<file path="config.mk">
export PLATFORM = sky130hd
export DESIGN_NAME = alu_op_sequencer
export DESIGN_NICKNAME = d
export VERILOG_FILES = /design/src/rtl/alu_seq_pkg.sv /design/src/rtl/alu_seq_fsm.sv /design/src/rtl/alu_op_sequencer.sv
export SDC_FILE = /design/constraint.sdc
export NUM_CORES = 1
export LEC_CHECK = 0
export CORE_MARGIN = 4
export CORE_UTILIZATION = 39
export DETAILED_ROUTE_END_ITERATION = 10
export GPL_TIMING_DRIVEN = 0
export PLACE_DENSITY_LB_ADDON = 0.05
export SLEW_MARGIN = 15
export SYNTH_ARGS = -nofsm -noshare
export SYNTH_HDL_FRONTEND = slang
export SYNTH_SLANG_ARGS = --single-unit
</file>
<file path="constraint.sdc">
create_clock -name i_clock -period 3.19 [get_ports i_clock]
set_input_delay 0.638 -clock i_clock [delete_from_list [all_inputs] [get_ports i_clock]]
set_output_delay 0.638 -clock i_clock [all_outputs]
set_load 0.005 [all_outputs]
</file>
<file path="src/rtl/alu_seq_pkg.sv">
// alu_seq_pkg: FSM states, ALU function-select codes and flag bit indices for alu_op_sequencer.
// The HI_* states exist only when ALU_SEQ_DBL_ADD_EN is defined.
package alu_seq_pkg;

    typedef enum logic [2:0] {
        ST_IDLE,
        ST_ISSUE,
        ST_RESULT,
        ST_FLAGS,
        ST_RESP
`ifdef ALU_SEQ_DBL_ADD_EN
        ,
        ST_HI_ISSUE,
        ST_HI_RESULT,
        ST_HI_FLAGS
`endif
    } state_t;

    localparam logic [4:0] FS_PASSA32 = 5'b10000;
    localparam logic [4:0] FS_ADD32   = 5'b10100;
    localparam logic [4:0] FS_ADC32   = 5'b10101;

    localparam int Z = 3;
    localparam int C = 2;
    localparam int N = 1;
    localparam int V = 0;

endpackage

</file>
<file path="src/rtl/alu_seq_fsm.sv">
// alu_seq_fsm: state register and next-state logic of the ALU issuing sequencer.
// The second (high-word) pass is built only with ALU_SEQ_DBL_ADD_EN.
module alu_seq_fsm
    import alu_seq_pkg::*;
(
    input  logic   i_clock,
    input  logic   i_reset_n,
    input  logic   i_instr_valid,
    input  logic   i_res_ready,
`ifdef ALU_SEQ_DBL_ADD_EN
    input  logic   i_dbl,
`endif
    output state_t o_state
);

    state_t r_state;
    state_t w_next;

    always_ff @(posedge i_clock) begin
        if (!i_reset_n) r_state <= ST_IDLE;
        else            r_state <= w_next;
    end

    always_comb begin
        w_next = r_state;
        case (r_state)
            ST_IDLE:      w_next = i_instr_valid ? ST_ISSUE : ST_IDLE;
            ST_ISSUE:     w_next = ST_RESULT;
            ST_RESULT:    w_next = ST_FLAGS;
`ifdef ALU_SEQ_DBL_ADD_EN
            ST_FLAGS:     w_next = i_dbl ? ST_HI_ISSUE : ST_RESP;
            ST_HI_ISSUE:  w_next = ST_HI_RESULT;
            ST_HI_RESULT: w_next = ST_HI_FLAGS;
            ST_HI_FLAGS:  w_next = ST_RESP;
`else
            ST_FLAGS:     w_next = ST_RESP;
`endif
            ST_RESP:      w_next = i_res_ready ? ST_IDLE : ST_RESP;
            default:      w_next = ST_IDLE;
        endcase
    end

    assign o_state = r_state;

endmodule

</file>
<file path="src/rtl/alu_op_sequencer.sv">
// alu_op_sequencer: issues one ALU op per request, holds funsel through the result/flag stages, returns result+flags.
// ALU_SEQ_DBL_ADD_EN adds a 64-bit add as a low ADD pass followed by a high ADC pass.
module alu_op_sequencer
    import alu_seq_pkg::*;
#(
    parameter int DATA_W = 32
) (
    input  logic              i_clock,
    input  logic              i_reset_n,
    input  logic              i_instr_valid,
    output logic              o_instr_ready,
    input  logic [3:0]        i_instr_opcode,
    input  logic              i_instr_wide,
    input  logic              i_instr_dbl,
    output logic [4:0]        o_alu_funsel,
    input  logic [DATA_W-1:0] i_alu_result,
    input  logic [3:0]        i_alu_flags,
    output logic              o_op_hi,
    output logic              o_res_valid,
    input  logic              i_res_ready,
    output logic [DATA_W-1:0] o_res_data,
    output logic [DATA_W-1:0] o_res_data_hi,
    output logic [3:0]        o_res_flags,
    output logic              o_busy
);

    state_t            w_state;
    logic              w_accept;
    logic              w_dbl_req;
    logic              w_dbl;
    logic              w_hi_flags;
    logic [4:0]        r_funsel;
    logic [DATA_W-1:0] r_res_data;
    logic [3:0]        r_res_flags;

    alu_seq_fsm u_fsm (
        .i_clock       (i_clock),
        .i_reset_n     (i_reset_n),
        .i_instr_valid (i_instr_valid),
        .i_res_ready   (i_res_ready),
`ifdef ALU_SEQ_DBL_ADD_EN
        .i_dbl         (w_dbl),
`endif
        .o_state       (w_state)
    );

    assign w_accept = (w_state == ST_IDLE) && i_instr_valid;

`ifdef ALU_SEQ_DBL_ADD_EN
    logic              r_dbl;
    logic              r_op_hi;
    logic [DATA_W-1:0] r_res_data_hi;

    assign w_dbl_req  = i_instr_dbl;
    assign w_dbl      = r_dbl;
    assign w_hi_flags = (w_state == ST_HI_FLAGS);

    always_ff @(posedge i_clock) begin
        if (!i_reset_n) begin
            r_dbl         <= 1'b0;
            r_op_hi       <= 1'b0;
            r_res_data_hi <= '0;
        end else begin
            if (w_accept) r_dbl <= i_instr_dbl;
            r_op_hi <= (w_state == ST_FLAGS && r_dbl) ? 1'b1 : w_hi_flags ? 1'b0 : r_op_hi;
            if (w_state == ST_HI_RESULT) r_res_data_hi <= i_alu_result;
        end
    end

    assign o_op_hi       = r_op_hi;
    assign o_res_data_hi = r_res_data_hi;
`else
    logic w_unused_dbl;

    assign w_unused_dbl  = i_instr_dbl;
    assign w_dbl_req     = 1'b0;
    assign w_dbl         = 1'b0;
    assign w_hi_flags    = 1'b0;
    assign o_op_hi       = 1'b0;
    assign o_res_data_hi = '0;
`endif

    // funsel is only ever changed on state transitions, so it is stable across ISSUE..FLAGS
    always_ff @(posedge i_clock) begin
        if (!i_reset_n) begin
            r_funsel    <= FS_PASSA32;
            r_res_data  <= '0;
            r_res_flags <= '0;
        end else begin
            if (w_accept)
                r_funsel <= w_dbl_req ? FS_ADD32 : {i_instr_wide, i_instr_opcode};
            else if (w_state == ST_FLAGS && w_dbl)
                r_funsel <= FS_ADC32;
            else if (w_state == ST_RESP && i_res_ready)
                r_funsel <= FS_PASSA32;
            if (w_state == ST_RESULT) r_res_data <= i_alu_result;
            if (w_state == ST_FLAGS || w_hi_flags) r_res_flags <= i_alu_flags;
        end
    end

    assign o_instr_ready = (w_state == ST_IDLE) && i_reset_n;
    assign o_alu_funsel  = r_funsel;
    assign o_res_valid   = (w_state == ST_RESP);
    assign o_res_data    = r_res_data;
    assign o_res_flags   = r_res_flags;
    assign o_busy        = (w_state != ST_IDLE);

endmodule

</file>
# Yosys cells after proc, flatten, opt, wreduce, memory -nomap -nowiden
# Index checks and enable logic that the tools add are counted.
[totals] reg_bits=44 in_bits=46 output_inout_bits=77 wordCells=19
[op_classes] eq_ne=4 muxes=5 n_reduce_logical=6
[op_table] operator="$pmux W3 S5" count=1
[op_table] operator="$mux W5" count=2
[op_table] operator="$eq A3 B2 Y1 const B" count=2
[op_table] operator="$eq A3 B1 Y1 const B" count=1
[op_table] operator="$eq A3 B3 Y1 const B" count=1
[op_table] operator="$logic_and A1 B1 Y1" count=3
[op_table] operator="$logic_not A3 Y1" count=1
[op_table] operator="$mux W3" count=1
[op_table] operator="$reduce_bool A3 Y1" count=1
[op_table] operator="$reduce_bool A2 Y1" count=1
[op_table] operator="$mux W1" count=1

# Logic depth before layout (Yosys ltp)
# Gate-level depths: netlist of the first run.
[depth] depth_word=4 depth_mapped=6 mapped_depth_nobuf=3

# By module
# Synthesis of the first run repeated with hierarchy kept, for this count alone.
[hier_totals] hier_cells=219 hier_area_um2=1838.0
[modules_own_cells] module="alu_op_sequencer" instances=1 cells_each=208 area_each_um2=1725.4 seq_area_each_um2=820.8
[modules_own_cells] module="alu_seq_fsm" instances=1 cells_each=11 area_each_um2=112.6 seq_area_each_um2=60.1

# Worst setup path before layout of the first run
# OpenSTA, ideal clock, no wires.
[synth_path] path_kind="in2out" start="in i_reset_n" end="out o_instr_ready" arrival_ns=0.931 required_time_ns=2.552 path_slack_ns=1.621 path_stages=2 path_buffers=0 path_cell_list="nand2b_1 nor3_1"
[synth_between] elab_chain_cells=1
[synth_rtl] element="from (decl)" line="alu_op_sequencer.sv:9" source="input logic i_reset_n,"
[synth_rtl] element="$logic_and A1 B1 Y1" line="alu_op_sequencer.sv:101" source="assign o_instr_ready = (w_state == ST_IDLE) && i_reset_n;"
[synth_rtl] element="to (decl)" line="alu_op_sequencer.sv:11" source="output logic o_instr_ready,"
# No other way between the ends.

# Worst setup path in the final report of the first run
# Ends and elaborated chain as after synthesis.

==> flow_summary.json, run 1 <==
{
  "yosys-top-cells-count": "65 x nand2_1, 44 x dfxtp_1, 34 x buf_4",
  "final_area_mm2": 0.003146,
  "core_mm2": 0.004786,
  "avgSynthCellArea_um2": 8.918,
  "via_per_inst": 4.171,
  "pre_cts_ws_ns": 0.3956,
  "cts.sinks": 44,
  "num_antenna_cells": 0,
  "synth-seq-area-share": 0.4510,
  "synth_edf_count": 0,
  "finalSetupViolCount": 0,
  "yosys-top-cells-area": "dfxtp_1 45%, buf_4 13%, nand2_1 12%",
  "arrival_ns": 2.13,
  "grt_pass1_vias": 1655,
  "finalHoldViolations": 0,
  "cp_max_fo": 7,
  "fp.dieH_um": 78.77,
  "drt_iter0_drc": 47,
  "cts.path.max_buffers": 2,
  "die_area_mm2": 0.006204,
  "ys_warn_count": 0,
  "cts_buffers": 5,
  "drc": 0,
  "vias": 1727,
  "rows": 25,
  "synth_top_area_share": 0.4510,
  "cpMaxStageDelayCell": "clkdlybuf4s50_1",
  "ios": 123,
  "maxSlewViolCount": 0,
  "synth_area_leader_cell": "dfxtp_1",
  "whs_ns": 0.4520,
  "hpwl_um": 3594,
  "ys_seq_elements": 44,
  "crit_chain": "clkdlybuf4s50_1 > nand2b_1 > nor3_1 > clkdlybuf4s50_1",
  "fin_crit_sh": 0.8671,
  "grt_usage": 0.1520,
  "startpoint_type": "input pin",
  "holdBufCountCts": 0,
  "drt_wl_total_um": 4663,
  "ys_async_sr_fraction": 0,
  "grt_max_degree": 14,
  "yosysMostFrequentCell": "nand2_1",
  "powerDensity_mw_per_mm2": 421.2,
  "fin_crit_ns": 2.766,
  "nets": 392,
  "post_cts_buffers": 0,
  "power.total_w": 0.001325,
  "area_delta_synth_final_pct": 61.05,
  "antenna_found_initial": 0,
  "grt_pass1_wl_um": 7458,
  "grt_overflow_total": 0,
  "cts.repair.resized": 0,
  "placed_cell_area_mm2": 0.003038,
  "crit_required_ns": 2.55,
  "worstSetupPathType": "input pin to output port",
  "clk_pin_slew_ns": 0.08,
  "finClkSkew_ns": 0.007151,
  "syn_inst": 219,
  "start_util": 0.4081,
  "slowest_delay_ns": 0.60,
  "cpMostUsedCell": "clkdlybuf4s50_1",
  "cts_root_buffer": "clkbuf_8",
  "ant_nets": 0,
  "timing.final.ws_setup_ns": 0.4240,
  "p_leak_nw": 1.319,
  "tns_ns": 0,
  "hp-class": "flop to flop",
  "wl_per_cell_um": 11.26,
  "die_x_um": 78.77,
  "drv_cap": 0,
  "synth_cell_types": 25,
  "drive_gt1_frac": 0.1499,
  "yosys_most_used_dff": "dfxtp_1",
  "htreeDepth": 2,
  "syn-cell-area_mm2": 0.001953,
  "cts_tree": "done",
  "fmax_mhz": 361.5,
  "placement.io_buffers": 88,
  "insertion_delay_ns": 0.29,
  "rsz0062_at_grt": "false",
  "dr.pass1.iters": 4,
  "ir_drop_mv": 0.2914,
  "endpoint_kind": "output port",
  "status": "finished, final reports clean",
  "finalWeightedCongestion": 0.7194
}
sequential cells by signal (all words and copies together) (netlist names):
signal and count:
o_res_flags 4, u_fsm.o_state 3, o_res_data 32, o_alu_funsel 5
metrics by stage:
stage                       util  cells
after floorplan                -    251
final                     0.6573    414
after global routing      0.6573    414
after CTS                 0.6573    414
after global placement    0.6348    406
after detailed placement  0.6348    406
per-layer routing:
metal  up-vias  routed length [um]  track usage
li1        892                   -            -
met1       762                1916       0.1548
met4         0                  51      0.04720
met3         4                 517      0.07483
met5         -                   0            0
met2        69                2178       0.2716
path summary, 6_finish.rpt:
| check | from | end | slack (ns) | cells after the start |
|---|---|---|---|---|
| max reg2reg | u_fsm.o_state[1] | o_res_data[9] | 1.84 | 6 |
| min reg2reg | o_res_data[11] | o_res_data[11] | 0.45 | 2 |
| min | o_res_data[11] | o_res_data[11] | 0.45 | 2 |
| max | i_reset_n | o_instr_ready | 0.42 | 4 |
cells in the final DEF, fill, tap and decap left out, drive strengths merged:
master and count:
clkdlybuf4s50 88, nand2 65, dfxtp 44, buf 42, conb 33, a21boi 33, clkbuf 10, mux2i 4
nor2b 4, a32o 4, nor2 3, nor3 2, nand3b 2, inv 2, or3 1, and2 1
nand2b 1, nor3b 1, or3b 1, xnor2 1, mux2 1, nor4b 1, a32oi 1, bufinv 1
clkinv 1
logic make-up after synthesis:
group / synth area share
multiplexers: 0.02627
buffers and inverters: 0.1755
XOR/XNOR: 0.004485
AO/OA/AOI/OAI: 0.1518
other: 0.001920
flip-flops: 0.4510
AND/OR/NAND/NOR: 0.1890
critical path: cells and delay by family:
kind	cells	cell delay [ns]
buffers and inverters	2	1.14
and+or+nand+nor	2	0.36
power breakdown:
part | switching, W | total [W] | internal (W)
Combinational | 0.000118 | 0.000309 | 0.000191
Sequential | 0.0000175 | 0.000604 | 0.000586
Clock | 0.000180 | 0.000412 | 0.000232
cell type report:
type	instances	area, um2
Clock buffer	6	72.57
Sequential cell	44	880.8
Multi-Input combinational cell	159	849.6
Tap cell	67	83.83
Timing Repair Buffer	88	880.8
Buffer	46	335.3
Inverter	2	7.507
Clock inverter	2	35.03
Fill cell	439	1640
Note: power is estimated with default switching activity, not from simulation.
==> run 2: changes to the inputs <==
--- a/config.mk
+++ b/config.mk
@@ -5,6 +5,7 @@
 export SDC_FILE = /design/constraint.sdc
 export NUM_CORES = 1
 export LEC_CHECK = 0
+export CAP_MARGIN = 20
 export CORE_MARGIN = 4
 export CORE_UTILIZATION = 39
 export DETAILED_ROUTE_END_ITERATION = 10
==> results of run 2 <==
Final layout, timing and power as in run 1 (identical DEF).
